**src/rtl/pipe_trace_pkg.sv**
```systemverilog
// Shared definitions for the pipeline trace monitor: state encoding and width helpers.
package pipe_trace_pkg;

  localparam logic [1:0] StIdle  = 2'd0;
  localparam logic [1:0] StArmed = 2'd1;
  localparam logic [1:0] StPost  = 2'd2;
  localparam logic [1:0] StDone  = 2'd3;

  // One trace entry holds {valid, pc} for every stage.
  function automatic int unsigned entry_w(input int unsigned num_stages,
                                          input int unsigned data_w);
    return num_stages * (data_w + 1);
  endfunction

  function automatic int unsigned ptr_w(input int unsigned depth);
    return (depth > 1) ? $clog2(depth) : 1;
  endfunction

  // Occupancy needs one extra bit to represent a completely full buffer.
  function automatic int unsigned cnt_w(input int unsigned depth);
    return ptr_w(depth) + 1;
  endfunction

endpackage

```
**src/rtl/trace_ram.sv**
```systemverilog
// Simple dual-port trace storage: synchronous write, registered read with a cleared output.
module trace_ram
  import pipe_trace_pkg::*;
#(
  parameter int unsigned DEPTH = 16,
  parameter int unsigned WIDTH = 85,
  localparam int unsigned AW   = ptr_w(DEPTH)
) (
  input  logic             clk_i,
  input  logic             reset_i,
  input  logic             we_i,
  input  logic [AW-1:0]    waddr_i,
  input  logic [WIDTH-1:0] wdata_i,
  input  logic             re_i,
  input  logic [AW-1:0]    raddr_i,
  output logic [WIDTH-1:0] rdata_o
);

  logic [WIDTH-1:0] mem_q [DEPTH];
  logic [WIDTH-1:0] rdata_q;

  always_ff @(posedge clk_i) begin
    if (we_i) begin
      mem_q[waddr_i] <= wdata_i;
    end
  end

  // Read register holds its value between pops so rd_data stays stable.
  always_ff @(posedge clk_i) begin
    if (reset_i) begin
      rdata_q <= '0;
    end else if (re_i) begin
      rdata_q <= mem_q[raddr_i];
    end
  end

  assign rdata_o = rdata_q;

endmodule

```
**src/rtl/pipe_trace_monitor.sv**
```systemverilog
// Pipeline trace and performance monitor with arm/trigger/post-trigger capture.
// Optional build macro TRACE_STALL_FILTER_EN: stalled cycles are not captured.
module pipe_trace_monitor
  import pipe_trace_pkg::*;
#(
  parameter int unsigned NUM_STAGES = 5,
  parameter int unsigned DATA_W     = 16,
  parameter int unsigned DEPTH      = 16,
  parameter int unsigned CNT_W      = 32,
  localparam int unsigned ENTRY_W   = entry_w(NUM_STAGES, DATA_W),
  localparam int unsigned AW        = ptr_w(DEPTH),
  localparam int unsigned CW        = cnt_w(DEPTH)
) (
  input  logic                         clk_i,
  input  logic                         reset_i,
  input  logic [NUM_STAGES-1:0]        stage_valid_i,
  input  logic [NUM_STAGES*DATA_W-1:0] stage_pc_i,
  input  logic                         stall_i,
  input  logic                         flush_i,
  input  logic                         arm_i,
  input  logic                         trig_i,
  input  logic [CW-1:0]                post_trig_i,
  input  logic                         rd_en_i,
  output logic [ENTRY_W-1:0]           rd_data_o,
  output logic                         rd_valid_o,
  output logic [1:0]                   state_o,
  output logic [CW-1:0]                count_o,
  output logic [CNT_W-1:0]             total_cycles_o,
  output logic [CNT_W-1:0]             stall_cycles_o,
  output logic [CNT_W-1:0]             flush_cycles_o
);

  localparam logic [CW-1:0] MaxRem = CW'(DEPTH - 1);
  localparam logic [CW-1:0] Full   = CW'(DEPTH);

  logic [1:0]       state_q, state_d;
  logic [AW-1:0]    wr_ptr_q, wr_ptr_d;
  logic [CW-1:0]    count_q, count_d;
  logic [CW-1:0]    rem_q, rem_d;
  logic [CNT_W-1:0] total_q, stall_q, flush_q;
  logic             rd_valid_q;

  logic             qual_gate, capture, we, pop;
  logic [CW-1:0]    trig_rem;
  logic [AW-1:0]    rd_addr;
  logic [ENTRY_W-1:0] wdata;

`ifdef TRACE_STALL_FILTER_EN
  assign qual_gate = ~stall_i;
`else
  assign qual_gate = 1'b1;
`endif

  assign capture  = ((state_q == StArmed) || (state_q == StPost)) && qual_gate;
  assign we       = capture && !arm_i;
  assign pop      = (state_q == StDone) && rd_en_i && (count_q != '0) && !arm_i;
  // Power-of-two depth makes the pointer subtraction wrap modulo DEPTH.
  assign rd_addr  = wr_ptr_q - count_q[AW-1:0];
  assign trig_rem = (post_trig_i > MaxRem) ? MaxRem : post_trig_i;

  always_comb begin
    wdata = '0;
    for (int i = 0; i < NUM_STAGES; i++) begin
      wdata[i*(DATA_W+1) +: DATA_W+1] = {stage_valid_i[i], stage_pc_i[i*DATA_W +: DATA_W]};
    end
  end

  always_comb begin
    state_d  = state_q;
    wr_ptr_d = wr_ptr_q;
    count_d  = count_q;
    rem_d    = rem_q;
    if (arm_i) begin
      state_d  = StArmed;
      wr_ptr_d = '0;
      count_d  = '0;
      rem_d    = '0;
    end else begin
      if (we) begin
        wr_ptr_d = wr_ptr_q + AW'(1);
        if (count_q != Full) begin
          count_d = count_q + CW'(1);
        end
      end
      if (pop) begin
        count_d = count_q - CW'(1);
      end
      case (state_q)
        StArmed: begin
          if (trig_i) begin
            rem_d   = trig_rem;
            state_d = (trig_rem == '0) ? StDone : StPost;
          end
        end
        StPost: begin
          if (capture) begin
            rem_d = rem_q - CW'(1);
            if (rem_q == CW'(1)) begin
              state_d = StDone;
            end
          end
        end
        default: ;
      endcase
    end
  end

  always_ff @(posedge clk_i) begin
    if (reset_i) begin
      state_q    <= StIdle;
      wr_ptr_q   <= '0;
      count_q    <= '0;
      rem_q      <= '0;
      rd_valid_q <= 1'b0;
    end else begin
      state_q    <= state_d;
      wr_ptr_q   <= wr_ptr_d;
      count_q    <= count_d;
      rem_q      <= rem_d;
      rd_valid_q <= pop;
    end
  end

  // Performance counters run in every state and stick at all-ones.
  always_ff @(posedge clk_i) begin
    if (reset_i) begin
      total_q <= '0;
      stall_q <= '0;
      flush_q <= '0;
    end else begin
      if (total_q != '1) total_q <= total_q + CNT_W'(1);
      if (stall_i && (stall_q != '1)) stall_q <= stall_q + CNT_W'(1);
      if (flush_i && (flush_q != '1)) flush_q <= flush_q + CNT_W'(1);
    end
  end

  trace_ram #(
    .DEPTH (DEPTH),
    .WIDTH (ENTRY_W)
  ) u_trace_ram (
    .clk_i   (clk_i),
    .reset_i (reset_i),
    .we_i    (we),
    .waddr_i (wr_ptr_q),
    .wdata_i (wdata),
    .re_i    (pop),
    .raddr_i (rd_addr),
    .rdata_o (rd_data_o)
  );

  assign rd_valid_o     = rd_valid_q;
  assign state_o        = state_q;
  assign count_o        = count_q;
  assign total_cycles_o = total_q;
  assign stall_cycles_o = stall_q;
  assign flush_cycles_o = flush_q;

endmodule

```
**config.mk**
```make
export PLATFORM = sky130hd
export DESIGN_NAME = pipe_trace_monitor
export DESIGN_NICKNAME = d
export VERILOG_FILES = /design/src/rtl/pipe_trace_pkg.sv /design/src/rtl/trace_ram.sv /design/src/rtl/pipe_trace_monitor.sv
export SDC_FILE = /design/constraint.sdc
export NUM_CORES = 2
export LEC_CHECK = 0
export BUFFER_PORTS_ARGS = -buffer_cell sky130_fd_sc_hd__buf_4
export CORE_MARGIN = 3
export CORE_UTILIZATION = 35
export CTS_BUF_LIST = sky130_fd_sc_hd__clkbuf_4 sky130_fd_sc_hd__clkbuf_8 sky130_fd_sc_hd__clkbuf_16
export CTS_CLUSTER_DIAMETER = 60
export DETAILED_ROUTE_END_ITERATION = 7
export GPL_ROUTABILITY_DRIVEN = 0
export GPL_TIMING_DRIVEN = 0
export PLACE_DENSITY = 0.5
export SLEW_MARGIN = 15
export SYNTH_ARGS = -nofsm -noshare
export SYNTH_HDL_FRONTEND = slang
export SYNTH_HIERARCHICAL = 1
export SYNTH_SLANG_ARGS = --single-unit
```
**constraint.sdc**
```tcl
create_clock -name clk_i -period 9.9 [get_ports clk_i]
set_clock_uncertainty 0.05 [all_clocks]
set_input_delay 1.485 -clock clk_i [delete_from_list [all_inputs] [get_ports clk_i]]
set_output_delay 1.485 -clock clk_i [all_outputs]
set_load 0.005 [all_outputs]
```
==> qor.yml <==
hold_class: "reg -> reg"
dp_hpwl_mm: 109
critical_path_class: "reg -> reg"
chipWidth_um: 423
dominantRegCellSynth: "edfxtp_1"
post_cts_resized: 0
cp-start-kind: "flip-flop"
holdWs_ns: 0.407
cts_buffer_depth: 3
postCtsSetupRepairBufs: 0
drv_slew: 0
vias: 35200
io_pins: 286
yosysWarnings: 6
reg2reg_to: "u_trace_ram/rdata_o[30]$_SDFFE_PP0P_"
final_common_cell: "edfxtp_1"
use_met1_pct: 24.6
reg2reg_depth: 10
vias_per_cell: 5.08
p_leak_nw: 24.2
grt_pass1_wl_mm: 243
worst_pin_slew_ns: 1.13
synth_cells: 3885
synth_nets: 3999
cap_violations: 0
min_period_over_period_pct: 44.5
crit_family: "buffers and inverters"
wire_per_inst_um: 24.3
setup_slack_ns: 5.49
worstSetupEndpointType: "flip-flop"
area_growth_pct: 20.8
stdcell_count: 6922
min_from: "u_trace_ram/rdata_o[44]$_SDFFE_PP0P_"
critical_path_buf_inv_count: 4
routed_wl_mm: 168
numCtsBuffers: 174
drt_iter0_drc: 2589
pre_cts_ws_ns: 5.19
rows: 152
htreeDepth: 4
r2r_slack_ns: 5.49
die_y_um: 423
fin_setup_tns_ns: 0
port_buffers: 285
grt_overflow: 0
peakVddDrop_uv: 139
critPathArrivalTime_ns: 5.03
setup_viol: 0
syn_area_um2: 60800
cp_slowest_stage_delay_ns: 0.87
grt_setup_unrepaired: "false"
cts_root_buffer: "clkbuf_16"
powerDensity_nw_per_um2: 198
antenna_found_initial: 25
crit_required_ns: 10.52
grt.total_usage_pct: 18.5
core_area_um2: 172000
rr_startpoint: "wr_ptr_q[0]$_SDFFE_PP0P_"
clock_latency_ns: 0.81
drc: 0
drive_gt1_share_pct: 19.0
hold_viol: 0
ant_nets: 0
ctsHoldBuffers: 0
cts_tree: "yes"
drtPass1Iterations: 5
cts_sinks: 1558
grt_pass1_vias: 34900
clk_pin_slew_worst_paths_ns: 0.06
async_reset_ff_share_pct: 0
cp_cell_sequence: "inv_1 -> ha_1 -> fa_1 -> inv_1 -> nor2_2 -> buf_2 -> clkbuf_1 -> a22oi_1 -> nand3_1 -> nand3_1"
max_freq_mhz: 227
synth_edf_count: 1360
status: "finished, final reports clean"
met2_usage_pct: 31.2
holdPathEnd: "u_trace_ram/rdata_o[44]$_SDFFE_PP0P_"
crit_fanout: 11
syn_area_per_cell_um2: 15.7
grt_max_degree: 23
slew_headroom_pct: 24.5
start_util_pct: 35.3
yosysSeqAreaShare_pct: 73.7
ys_ff_latch: 1558
dp.cells: 6584
cp_slowest_cell: "nor2_2"
period_minus_slack_ns: 4.41
die_area_um2: 179000
min_delay_path_depth: 2
grtUsageMet3_pct: 2.95
final_cell_mix: "edfxtp_1 (1,360), mux2i_1 (688), buf_4 (381), nand2_1 (296), nand3_1 (286)"
busiest_layer: "met2"
synth_cell_types: 66
nets: 4564
## cell usage after synthesis, drive strengths merged (3+ instances only)
cell	count	area share (%)
a211oi	7	0.086
nor3	25	0.22
dfxtp	198	6.5
nor2b	10	0.10
a2111oi	5	0.082
or4	15	0.19
mux2	7	0.13
and2	4	0.041
nand3	286	2.4
a21oi	227	2.0
mux2i	688	11
nand4	22	0.26
a311oi	3	0.043
a22oi	170	2.1
xnor2	23	0.33
nand2	296	1.8
nand3b	3	0.037
or2	6	0.062
inv	29	0.18
edfxtp	1360	67
nor2	91	0.57
ha	15	0.31
xor2	17	0.24
and4	13	0.19
or3	38	0.39
a31oi	5	0.051
o31ai	13	0.16
nand2b	3	0.031
o2111ai	4	0.058
and3	13	0.13
o41ai	3	0.086
clkbuf	83	0.52
buf	125	1.3
nor4	11	0.12
o21ai	39	0.32
o211ai	5	0.062
o311ai	3	0.043
## stage by stage
step | instance area (um^2) | utilization (%) | total power, mW
after detailed placement | 67500 | 39.2 | 8.10
after CTS | 73500 | 42.7 | 14.7
final | 73500 | 42.7 | 14.5
after floorplan | 60800 | - | 7.75
after global placement | 65800 | 38.2 | 8.10
after global routing | 73500 | 42.7 | 15.0
## layout make-up
type | count | area [um^2]
antenna | 10 | 25.0
tap | 2310 | 2890
multi-input combinational | 2090 | 14900
inverter | 29 | 109
sequential | 1558 | 44800
timing repair buffer | 389 | 3670
clock inverter | 80 | 908
clock buffer | 248 | 5070
buffer | 208 | 1130
fill | 15500 | 98600
## registers in the layout (all words and copies together), names as in the netlist
name,count
count_o,5
u_trace_ram/rdata_o,85
stall_cycles_o,32
rd_valid_o,1
state_o,2
flush_cycles_o,32
wr_ptr_q,4
total_cycles_o,32
rem_q,5
u_trace_ram/mem_q,1360
## layer usage
layer,routed length (um),part of all wire [%],vias up
met3,7860,4.7,213
met1,73100,44,17900
li1,-,-,16200
met4,3790,2.3,4
met2,83100,50,842
met5,23,0.014,-
## worst max-delay path by stage
| stage | start | endpoint | slack [ns] | cells past startpoint |
|---|---|---|---|---|
| after floorplan | arm_i | u_trace_ram/mem_q[0][0]$_DFFE_PP_ | 1.16 | 3 |
| after global placement | arm_i | u_trace_ram/mem_q[0][67]$_DFFE_PP_ | -6.52 | 4 |
| after detailed placement | arm_i | u_trace_ram/mem_q[12][4]$_DFFE_PP_ | 5.19 | 9 |
| after CTS | wr_ptr_q[0]$_SDFFE_PP0P_ | u_trace_ram/rdata_o[18]$_SDFFE_PP0P_ | 5.47 | 10 |
| after global routing | wr_ptr_q[0]$_SDFFE_PP0P_ | u_trace_ram/rdata_o[30]$_SDFFE_PP0P_ | 5.32 | 10 |
| final | wr_ptr_q[0]$_SDFFE_PP0P_ | u_trace_ram/rdata_o[30]$_SDFFE_PP0P_ | 5.49 | 10 |
## power breakdown
part           total [mW]  switching, mW  internal [mW]  leakage [nW]
sequential           7.18         0.0132           7.16          13.8
combinational       0.774          0.525          0.249          7.41
clock                6.57           2.67           3.90          2.98
## worst reg2reg max path, delay by kind of cell (launching register included)
| family | cells | cell delay [ns] |
|---|---|---|
| flip-flops | 1 | 0.60 |
| buffers and inverters | 4 | 1.56 |
| AND/OR/NAND/NOR | 3 | 1.17 |
| AO/OA/AOI/OAI | 1 | 0.19 |
| adder cells (fa/ha/maj) | 2 | 0.73 |
## cells by family after synthesis
logic type / count (synthesis) / synth area share, %
buffers and inverters: 237 / 2.03
muxes: 695 / 11.5
xor gates and xnor gates: 40 / 0.576
and+or+nand+nor: 843 / 6.63
DFF: 1558 / 73.7
adders and majority gates: 17 / 0.375
AOI/OAI and AO/OA: 495 / 5.24
(Power assumes the default switching activity.)
